**src/rtl/ex_muldiv_unit_if.sv**
```systemverilog
// Handshake bundle between the ID/EX register, the RV32M iterative unit and the hazard unit.
// The master side is the ID/EX stage; the slave side is the multiply/divide unit.
interface ex_muldiv_unit_if #(
   parameter int XLEN = 32
);
   logic            start_i;
   logic            kill_i;
   logic [9:0]      funct_i;
   logic [XLEN-1:0] RS1data_i;
   logic [XLEN-1:0] RS2data_i;
   logic            busy_o;
   logic            done_o;
   logic [XLEN-1:0] result_o;

   modport master (
      output start_i, kill_i, funct_i, RS1data_i, RS2data_i,
      input  busy_o, done_o, result_o
   );

   modport slave (
      input  start_i, kill_i, funct_i, RS1data_i, RS2data_i,
      output busy_o, done_o, result_o
   );
endinterface

```
**src/rtl/ex_muldiv_unit.sv**
```systemverilog
// RV32M EX-stage unit: shift-add multiply and restoring divide, one bit per cycle.
// Fixed latency: XLEN iteration cycles, one sign/special-case fix-up cycle, one done cycle.
module ex_muldiv_unit #(
   parameter int XLEN = 32
) (
   input  logic              clk_i,
   input  logic              rst_i,
   ex_muldiv_unit_if.slave   bus
);
   localparam int CW = $clog2(XLEN);

   typedef enum logic [1:0] {IDLE, ITER, FIX, DONE} state_t;

   state_t          state;
   logic [CW-1:0]   counter;
   logic            busy_r;
   logic            done_r;
   logic [XLEN-1:0] result_r;

   logic [2:0]      op;
   logic            neg_q;
   logic            neg_r;
   logic            b_zero;
   logic [XLEN-1:0] a_raw;
   logic [XLEN-1:0] mc;
   logic [XLEN-1:0] hi;
   logic [XLEN-1:0] lo;

   function automatic logic [XLEN-1:0] negate(input logic [XLEN-1:0] v);
      return ~v + 1'b1;
   endfunction

   function automatic logic [2*XLEN-1:0] negate_wide(input logic [2*XLEN-1:0] v);
      return ~v + 1'b1;
   endfunction

   logic                   accept;
   logic [2:0]             f3;
   logic                   is_div;
   logic                   a_signed;
   logic                   b_signed;
   logic signed [XLEN-1:0] rs1_s;
   logic signed [XLEN-1:0] rs2_s;
   logic                   sa;
   logic                   sb;
   logic [XLEN-1:0]        a_mag;
   logic [XLEN-1:0]        b_mag;

   assign accept   = bus.start_i && (bus.funct_i[9:3] == 7'b0000001) &&
                     ((state == IDLE) || (state == DONE)) && !bus.kill_i;
   assign f3       = bus.funct_i[2:0];
   assign is_div   = f3[2];
   assign a_signed = (f3 == 3'b001) || (f3 == 3'b010) || (f3 == 3'b100) || (f3 == 3'b110);
   assign b_signed = (f3 == 3'b001) || (f3 == 3'b100) || (f3 == 3'b110);
   assign rs1_s    = bus.RS1data_i;
   assign rs2_s    = bus.RS2data_i;
   assign sa       = a_signed && (rs1_s < 0);
   assign sb       = b_signed && (rs2_s < 0);
   assign a_mag    = sa ? negate(bus.RS1data_i) : bus.RS1data_i;
   assign b_mag    = sb ? negate(bus.RS2data_i) : bus.RS2data_i;

   // One iteration step: multiply adds the multiplicand and shifts right,
   // divide shifts left one dividend bit into the partial remainder and trial-subtracts.
   logic [XLEN:0] sum;
   logic [XLEN:0] shifted;
   logic [XLEN:0] trial;

   assign sum     = {1'b0, hi} + (lo[0] ? {1'b0, mc} : {(XLEN+1){1'b0}});
   assign shifted = {hi, lo[XLEN-1]};
   assign trial   = shifted - {1'b0, mc};

   always_ff @(posedge clk_i) begin
      if (accept) begin
         op     <= f3;
         a_raw  <= bus.RS1data_i;
         b_zero <= (bus.RS2data_i == '0);
         neg_q  <= sa ^ sb;
         neg_r  <= sa;
         hi     <= '0;
         mc     <= is_div ? b_mag : a_mag;
         lo     <= is_div ? a_mag : b_mag;
      end else if (state == ITER) begin
         if (op[2]) begin
            hi <= trial[XLEN] ? shifted[XLEN-1:0] : trial[XLEN-1:0];
            lo <= {lo[XLEN-2:0], ~trial[XLEN]};
         end else begin
            hi <= sum[XLEN:1];
            lo <= {sum[0], lo[XLEN-1:1]};
         end
      end
   end

   // Sign fix-up and special cases. The signed-overflow divide falls out of the
   // magnitude path naturally: |0x80000000| / 1 gives 0x80000000 with remainder 0.
   logic [2*XLEN-1:0] prod_fix;
   logic [XLEN-1:0]   quo_fix;
   logic [XLEN-1:0]   rem_fix;
   logic [XLEN-1:0]   final_res;

   always_comb begin
      prod_fix  = neg_q ? negate_wide({hi, lo}) : {hi, lo};
      quo_fix   = neg_q ? negate(lo) : lo;
      rem_fix   = neg_r ? negate(hi) : hi;
      final_res = '0;
      case (op)
         3'b000:                 final_res = prod_fix[XLEN-1:0];
         3'b001, 3'b010, 3'b011: final_res = prod_fix[2*XLEN-1:XLEN];
         3'b100, 3'b101:         final_res = b_zero ? '1 : quo_fix;
         default:                final_res = b_zero ? a_raw : rem_fix;
      endcase
   end

   always_ff @(posedge clk_i or negedge rst_i) begin
      if (!rst_i) begin
         state    <= IDLE;
         counter  <= '0;
         busy_r   <= 1'b0;
         done_r   <= 1'b0;
         result_r <= '0;
      end else begin
         done_r <= 1'b0;
         case (state)
            IDLE: begin
               if (accept) begin
                  state   <= ITER;
                  counter <= '0;
                  busy_r  <= 1'b1;
               end
            end
            ITER: begin
               if (bus.kill_i) begin
                  state  <= IDLE;
                  busy_r <= 1'b0;
               end else if (counter == CW'(XLEN-1)) begin
                  state <= FIX;
               end else begin
                  counter <= counter + 1'b1;
               end
            end
            FIX: begin
               state  <= bus.kill_i ? IDLE : DONE;
               busy_r <= 1'b0;
               if (!bus.kill_i) begin
                  done_r   <= 1'b1;
                  result_r <= final_res;
               end
            end
            default: begin
               if (accept) begin
                  state   <= ITER;
                  counter <= '0;
                  busy_r  <= 1'b1;
               end else begin
                  state <= IDLE;
               end
            end
         endcase
      end
   end

   assign bus.busy_o   = busy_r;
   assign bus.done_o   = done_r;
   assign bus.result_o = result_r;
endmodule

```
**src/flat_wrapper.sv**
```systemverilog
// flat-port wrapper written by rule: the top's interface ports become plain ports
module ex_muldiv_unit_flat 
#(
   parameter int XLEN = 32
)
  (clk_i, rst_i, bus_start_i, bus_kill_i, bus_funct_i, bus_RS1data_i, bus_RS2data_i, bus_busy_o, bus_done_o, bus_result_o);
  ex_muldiv_unit_if #(.XLEN(XLEN)) bus_i ();
  input  logic clk_i;
  input  logic rst_i;
  input wire logic [$bits(bus_i.start_i)-1:0] bus_start_i;
  input wire logic [$bits(bus_i.kill_i)-1:0] bus_kill_i;
  input wire logic [$bits(bus_i.funct_i)-1:0] bus_funct_i;
  input wire logic [$bits(bus_i.RS1data_i)-1:0] bus_RS1data_i;
  input wire logic [$bits(bus_i.RS2data_i)-1:0] bus_RS2data_i;
  output wire logic [$bits(bus_i.busy_o)-1:0] bus_busy_o;
  output wire logic [$bits(bus_i.done_o)-1:0] bus_done_o;
  output wire logic [$bits(bus_i.result_o)-1:0] bus_result_o;
  assign bus_i.start_i = bus_start_i;
  assign bus_i.kill_i = bus_kill_i;
  assign bus_i.funct_i = bus_funct_i;
  assign bus_i.RS1data_i = bus_RS1data_i;
  assign bus_i.RS2data_i = bus_RS2data_i;
  assign bus_busy_o = bus_i.busy_o;
  assign bus_done_o = bus_i.done_o;
  assign bus_result_o = bus_i.result_o;
  ex_muldiv_unit #(.XLEN(XLEN)) u_core (.clk_i(clk_i), .rst_i(rst_i), .bus(bus_i));
endmodule
```
**config.mk**
```make
export PLATFORM = sky130hd
export DESIGN_NAME = ex_muldiv_unit_flat
export DESIGN_NICKNAME = d
export VERILOG_FILES = /design/src/rtl/ex_muldiv_unit_if.sv /design/src/rtl/ex_muldiv_unit.sv /design/src/flat_wrapper.sv
export SDC_FILE = /design/constraint.sdc
export NUM_CORES = 1
export LEC_CHECK = 0
export BUFFER_PORTS_ARGS = -buffer_cell sky130_fd_sc_hd__buf_2
export CAP_MARGIN = 40
export CORE_ASPECT_RATIO = 0.8
export CORE_UTILIZATION = 38
export DETAILED_ROUTE_END_ITERATION = 7
export PLACE_DENSITY_LB_ADDON = 0.3
export SLEW_MARGIN = 10
export SYNTH_ARGS = -nofsm -noshare
export SYNTH_HDL_FRONTEND = slang
export SYNTH_SLANG_ARGS = --single-unit
```
**constraint.sdc**
```tcl
create_clock -name clk_i -period 4.4 [get_ports clk_i]
set_input_delay 0.22 -clock clk_i [delete_from_list [all_inputs] [get_ports clk_i]]
set_output_delay 0.22 -clock clk_i [all_outputs]
set_load 0.005 [all_outputs]
```
# Word-level counts from Yosys, hierarchy flattened
# Index checks and enable logic that the tools add are counted.
# classes
add_sub_neg,8
order_cmp,2
eq_ne,19
n_mux,31
n_bitwise,9
n_reduce_logical,23
# ops
operator,count
2-to-1 mux 32 bit,14
adder 32 x 1 -> 32 bit (second input constant),4
NOT 32 bit,4
one-hot mux 32 bit (3 select lines),1
adder 64 x 1 -> 64 bit (second input constant),1
less-than comparator 32 x 1 -> 1 bit (second input constant),2
2-to-1 mux 64 bit,1
NOT 64 bit,1
adder 32 x 33 -> 33 bit,1
subtractor 33 x 32 -> 33 bit,1
logical NOT 32 bit,1
2-to-1 mux 5 bit,3
equality test 3 bit (second input constant),4
one-hot mux 5 bit (2 select lines),1
equality test 3 x 2 -> 1 bit (second input constant),3
2-to-1 mux 2 bit,4
equality test 7 x 1 -> 1 bit (second input constant),1
equality test 3 x 1 -> 1 bit (second input constant),2
logical OR 1 bit,6
inequality test 2 bit (second input constant),3
one-hot mux 2 bit (3 select lines),1
AND reduction 2 bit,3
adder 5 x 1 -> 5 bit (second input constant),1
equality test 5 bit (second input constant),1
17 further kinds,28
# word_totals
regBits,175
input_bits,78
word_cells,105

# Longest topological paths before layout
# logic_depth
word_depth,8
ltp_mapped,14
depth_no_buf,12

# Least setup slack after synthesis
# OpenSTA, ideal clock, no wires.
# synth_timing
kind,flip-flop to flip-flop
start,reg u_core.state[0]
end,reg u_core.lo[26] (data pin)
t_arrival_ns,3.654
t_required_ns,4.044
path_slack_ns,0.390
path_stages_with_launch,8
period_less_slack_ns,4.010
path_cell_list,dfrtp_1 -> inv_1 -> ha_1 -> nor4b_1 -> nand4_1 -> inv_1 -> clkbuf_1 -> o2bb2ai_1
# synth_via
elab_chain_len,5
word_cells_on_any_way,6
classes_between,eq/ne: 1; mux: 1; reduce/logical: 4
# synth_rtl
element,line_no,rtl
from (decl),ex_muldiv_unit.sv:14,state_t state;
from (signal assigned),ex_muldiv_unit.sv:141,state <= bus.kill_i ? IDLE : DONE;
equality test 2 bit / logical NOT 2 bit (equally long branches),ex_muldiv_unit.sv:50,((state == IDLE) || (state == DONE)) && !bus.kill_i;
logical OR 1 bit (*),ex_muldiv_unit.sv:50,
logical AND 1 bit (*),ex_muldiv_unit.sv:49,assign accept = bus.start_i && (bus.funct_i[9:3] == 7'b0000001) &&
logical AND 1 bit (*),ex_muldiv_unit.sv:50,
named net u_core.accept,ex_muldiv_unit.sv:37,logic accept;
2-to-1 mux 32 bit (*),ex_muldiv_unit.sv:73,if (accept) begin
to (signal assigned),ex_muldiv_unit.sv:81,lo <= is_div ? a_mag : b_mag;
to (signal assigned),ex_muldiv_unit.sv:85,"lo <= {lo[XLEN-2:0], ~trial[XLEN]};"
to (signal assigned),ex_muldiv_unit.sv:88,"lo <= {sum[0], lo[XLEN-1:1]};"
to (decl),ex_muldiv_unit.sv:27,logic [XLEN-1:0] lo;
# The timed path passes the listed nets; every way through them passes the cells marked *.
# A chain may end at the register's enable or synchronous reset.

# Final worst setup path
# layout_timing
start,reg u_core.hi[0]
end,reg u_core.result_r[26] (netlist: u_core.bus.result_o[26])
# layout_via
elab_chain_len,5
word_cells_on_any_way,8
classes_between,add/sub: 2; mux: 4; bitwise: 2
# layout_rtl
element,line_no,rtl
from (decl),ex_muldiv_unit.sv:26,logic [XLEN-1:0] hi;
from (signal assigned),ex_muldiv_unit.sv:84,hi <= trial[XLEN] ? shifted[XLEN-1:0] : trial[XLEN-1:0];
from (signal assigned),ex_muldiv_unit.sv:87,hi <= sum[XLEN:1];
NOT 32 bit,ex_muldiv_unit.sv:30,return ~v + 1'b1;
adder 32 x 1 -> 32 bit,ex_muldiv_unit.sv:30,
2-to-1 mux 32 bit,ex_muldiv_unit.sv:103,rem_fix = neg_r ? negate(hi) : hi;
2-to-1 mux 32 bit,ex_muldiv_unit.sv:109,default: final_res = b_zero ? a_raw : rem_fix;
one-hot mux 32 bit (3 select lines) (*),ex_muldiv_unit.sv:105,case (op)
to (signal assigned),ex_muldiv_unit.sv:145,result_r <= final_res;
to (decl),ex_muldiv_unit.sv:18,logic [XLEN-1:0] result_r;
# Every way passes the cells marked *; elsewhere a longest branch is shown, timed or not.

==> flow_metrics.py <==
metrics = {
    "clocking": {
        "clock-sinks": 175,
        "clk_latency_ps": 460,
        "clockRootBuffer": "clkbuf_16",
        "clkTransAtPathRegs_ps": 80,
        "h-tree-depth": 4,
        "clockBufferDepth": 2,
        "post_cts.repair.setup_buffers": 0,
        "cts_made_buffers": 17,
        "cts_tree": "done",
    },
    "die": {
        "die_h_um": 181,
        "placementRows": 65,
        "die_w_um": 226,
        "ios": 112,
        "die-area_um2": 40800,
        "core_area_um2": 39400,
        "initial_core_util_pct": 38.6,
    },
    "timing": {
        "skew_ps": 12.3,
        "slew_viol_final": 0,
        "max_freq_mhz": 251,
        "finalSetupViolCount": 0,
        "fin_setup_tns_ps": 0,
        "tightest_slew_ps": 834,
        "min_period_over_period_pct": 90.5,
        "min_period_ps": 3980,
        "rsz0062_at_grt": "false",
        "slew_headroom_pct": 43.8,
        "hold_violations": 0,
    },
    "yosys": {
        "ys_seq_elements": 175,
        "yosys-top-cells-area": "edfxtp_1 20%, dfrtp_1 6.7%, mux2i_1 6.3%, ha_1 6.1%, o21ai_0 6.0%",
        "synth.avg_cell_area_um2": 8.19,
        "synth_ff_type": "edfxtp_1",
        "yosysTopAreaCellShare_pct": 20.1,
        "synth_warnings": 0,
        "yosysSeqAreaShare_pct": 31.1,
        "ys_async_sr_fraction_pct": 23.4,
        "synth_top_area_cell": "edfxtp_1",
        "syn_nets": 2011,
        "synth-edff-count": 102,
        "syn_area_um2": 15200,
        "synth_cell_type_count": 77,
        "synth_cells": 1857,
    },
    "global_route": {
        "antenna_found_initial": 5,
        "grt_pass1_vias": 13888,
        "grt_pass1_wl_mm": 85.1,
        "grt_max_degree": 52,
        "grt_util_all_layers_pct": 27.5,
        "grt.overflow.total": 0,
    },
    "min_path": {
        "hold_path_class": "in -> reg",
        "min_to": "u_core.a_raw[27]",
        "whs_path_depth": 1,
        "worstHoldStart": "bus_RS1data_i[27]",
    },
    "placed_design": {
        "place.port_buffers": 111,
        "dp_hpwl_mm": 43.5,
        "gp_congestion": 0.991,
        "placed_area_um2": 16500,
    },
    "critical_path": {
        "reg2reg_depth": 10,
        "crit_path_start_kind": "register",
        "cp.arrival_ps": 4300,
        "criticalPathCategory": "reg -> reg",
        "cp.required_ps": 4720,
        "r2r_slack_ps": 420,
        "cp-startpoint": "u_core.hi[0]",
        "r2r_start": "u_core.hi[0]",
        "cp_max_fo": 8,
        "timing.rr.end": "u_core.bus.result_o[26]",
        "cp-end-kind": "register",
    },
    "drt": {
        "vias": 14732,
        "drt_pass1_iterations": 6,
        "viasPerCell": 5.90,
        "drt_wl_total_mm": 55.6,
        "drt_iter0_markers": 1735,
        "ant_nets": 0,
        "drt_drc_violations_left": 0,
        "wire_per_inst_um": 22.3,
    },
    "run_status": {
        "outcome": "completed",
    },
    "power_and_ir_drop": {
        "peakVddDrop_uv": 363,
        "power_density_nw_per_um2": 602,
        "leakage_nw": 7.07,
    },
    "layout": {
        "areaGrowthSynthToFinish_pct": 13.7,
        "num-nets-final": 2099,
        "final_cell_area_um2": 17300,
        "final_util_pct": 43.9,
        "layout-drive-gt1-share_pct": 11.3,
    },
    "run": {
        "max_cap_viol_count": 0,
    },
}
==> cell usage in the layout, fill, tap and decap left out, drive strengths merged, types with 32 or more instances in the layout <==
cell type and n:
edfxtp 102, dfxtp 32, xor2 99, o31ai 34
o21ai 190, nor3 34, a21oi 166, nor2 183
dfrtp 41, mux2i 96, inv 81, buf 156
nand2 166, ha 74, xnor2 103
==> critical path: stages (launching register included) <==
cell	delay [ps]
dfxtp_1	410
inv_1	240
ha_1	240
or3b_2	500
or4b_1	590
or3_1	510
o21ai_0	240
xnor2_1	200
o21ai_0	120
a221oi_1	630
a21oi_1	140
==> sequential cells by signal (all words and copies together), names as in the netlist <==
name                 count
u_core.a_raw            32
u_core.bus.result_o     32
u_core.hi               32
u_core.lo               32
u_core.mc               32
u_core.counter           5
u_core.op                3
u_core.state             2
u_core.b_zero            1
u_core.bus.busy_o        1
u_core.bus.done_o        1
u_core.neg_q             1
u_core.neg_r             1
==> worst max-delay path by stage <==
stage                                   end  cells past startpoint
CTS                           u_core.hi[28]                     13
detailed placement            u_core.hi[28]                     13
global route                  u_core.hi[28]                     13
global placement    u_core.bus.result_o[26]                     10
floorplan                     u_core.lo[26]                      7
finish              u_core.bus.result_o[26]                     10
==> final cells by class <==
type,count,area [um^2]
fill,3907,22100
multi-input combinational,1500,9810
sequential,175,4730
timing repair buffer,176,1210
tap,536,671
clock buffer,18,429
inverter,75,283
clock inverter,14,158
antenna,3,7.51
==> metal layers <==
| metal | global-route usage, % | part of all wire (%) |
|---|---|---|
| met1 | 42.5 | 47 |
| met5 | 0 | 0 |
| met2 | 38.7 | 40 |
| met3 | 4.88 | 10 |
| met4 | 6.88 | 2.4 |
==> where the power goes <==
group          total [mW]  internal [mW]  switching [mW]
sequential           3.00           2.28           0.713
combinational        5.85           2.44            3.42
clock                1.57          0.809           0.764
==> repair_timing <==
item	CTS	global route
endpoints found under the setup margin	0	0
hold buffers	20	0
gates resized for setup	0	0
endpoints found under the hold margin	60	0
==> synth_stat cells (all sizes together) (3+ instances only) <==
cell type,n
o211ai,7
edfxtp,102
o22a,3
or4,12
a2111oi,4
a21o,25
mux2,8
or2,15
a21oi,166
nor2,183
nor4,13
dfxtp,32
and3,8
a221oi,22
nand2,166
o41ai,10
nand2b,22
xnor2,103
o21bai,4
buf,10
a21boi,3
nor2b,16
nor3b,3
a31o,4
o21a,13
nand3,24
o21ai,190
clkbuf,97
o22ai,8
dfrtp,41
o221ai,7
a31oi,15
and2,9
o31ai,34
inv,73
nand4,18
nand3b,12
a211oi,12
nor3,34
or3,20
mux2i,96
o32ai,3
xor2,99
ha,74
==> logic make-up after synthesis <==
logic type      Yosys count  share of synthesized area, %
mux                     104                          6.91
xor+xnor                202                          11.6
compound gates          554                          22.1
simple gates            564                          17.5
flops                   175                          31.1
buf+inv                 182                          4.52
fa+ha+maj                76                          6.35
==> stage by stage <==
stage | hold slack, ps | setup WS (ps) | instances | total power, mW
3_5_place_dp | 94.3 | 560 | 2442 | 8.68
5_1_grt | 11.5 | 280 | 2497 | 11.1
3_3_place_gp | 431 | 580 | 2435 | 8.60
6_report | 13.7 | 420 | 2497 | 10.4
4_1_cts | 0.569 | 527 | 2494 | 10.3
2_1_floorplan | -75.6 | 390 | 1857 | 6.89
Power figures use the tool's default switching activity.
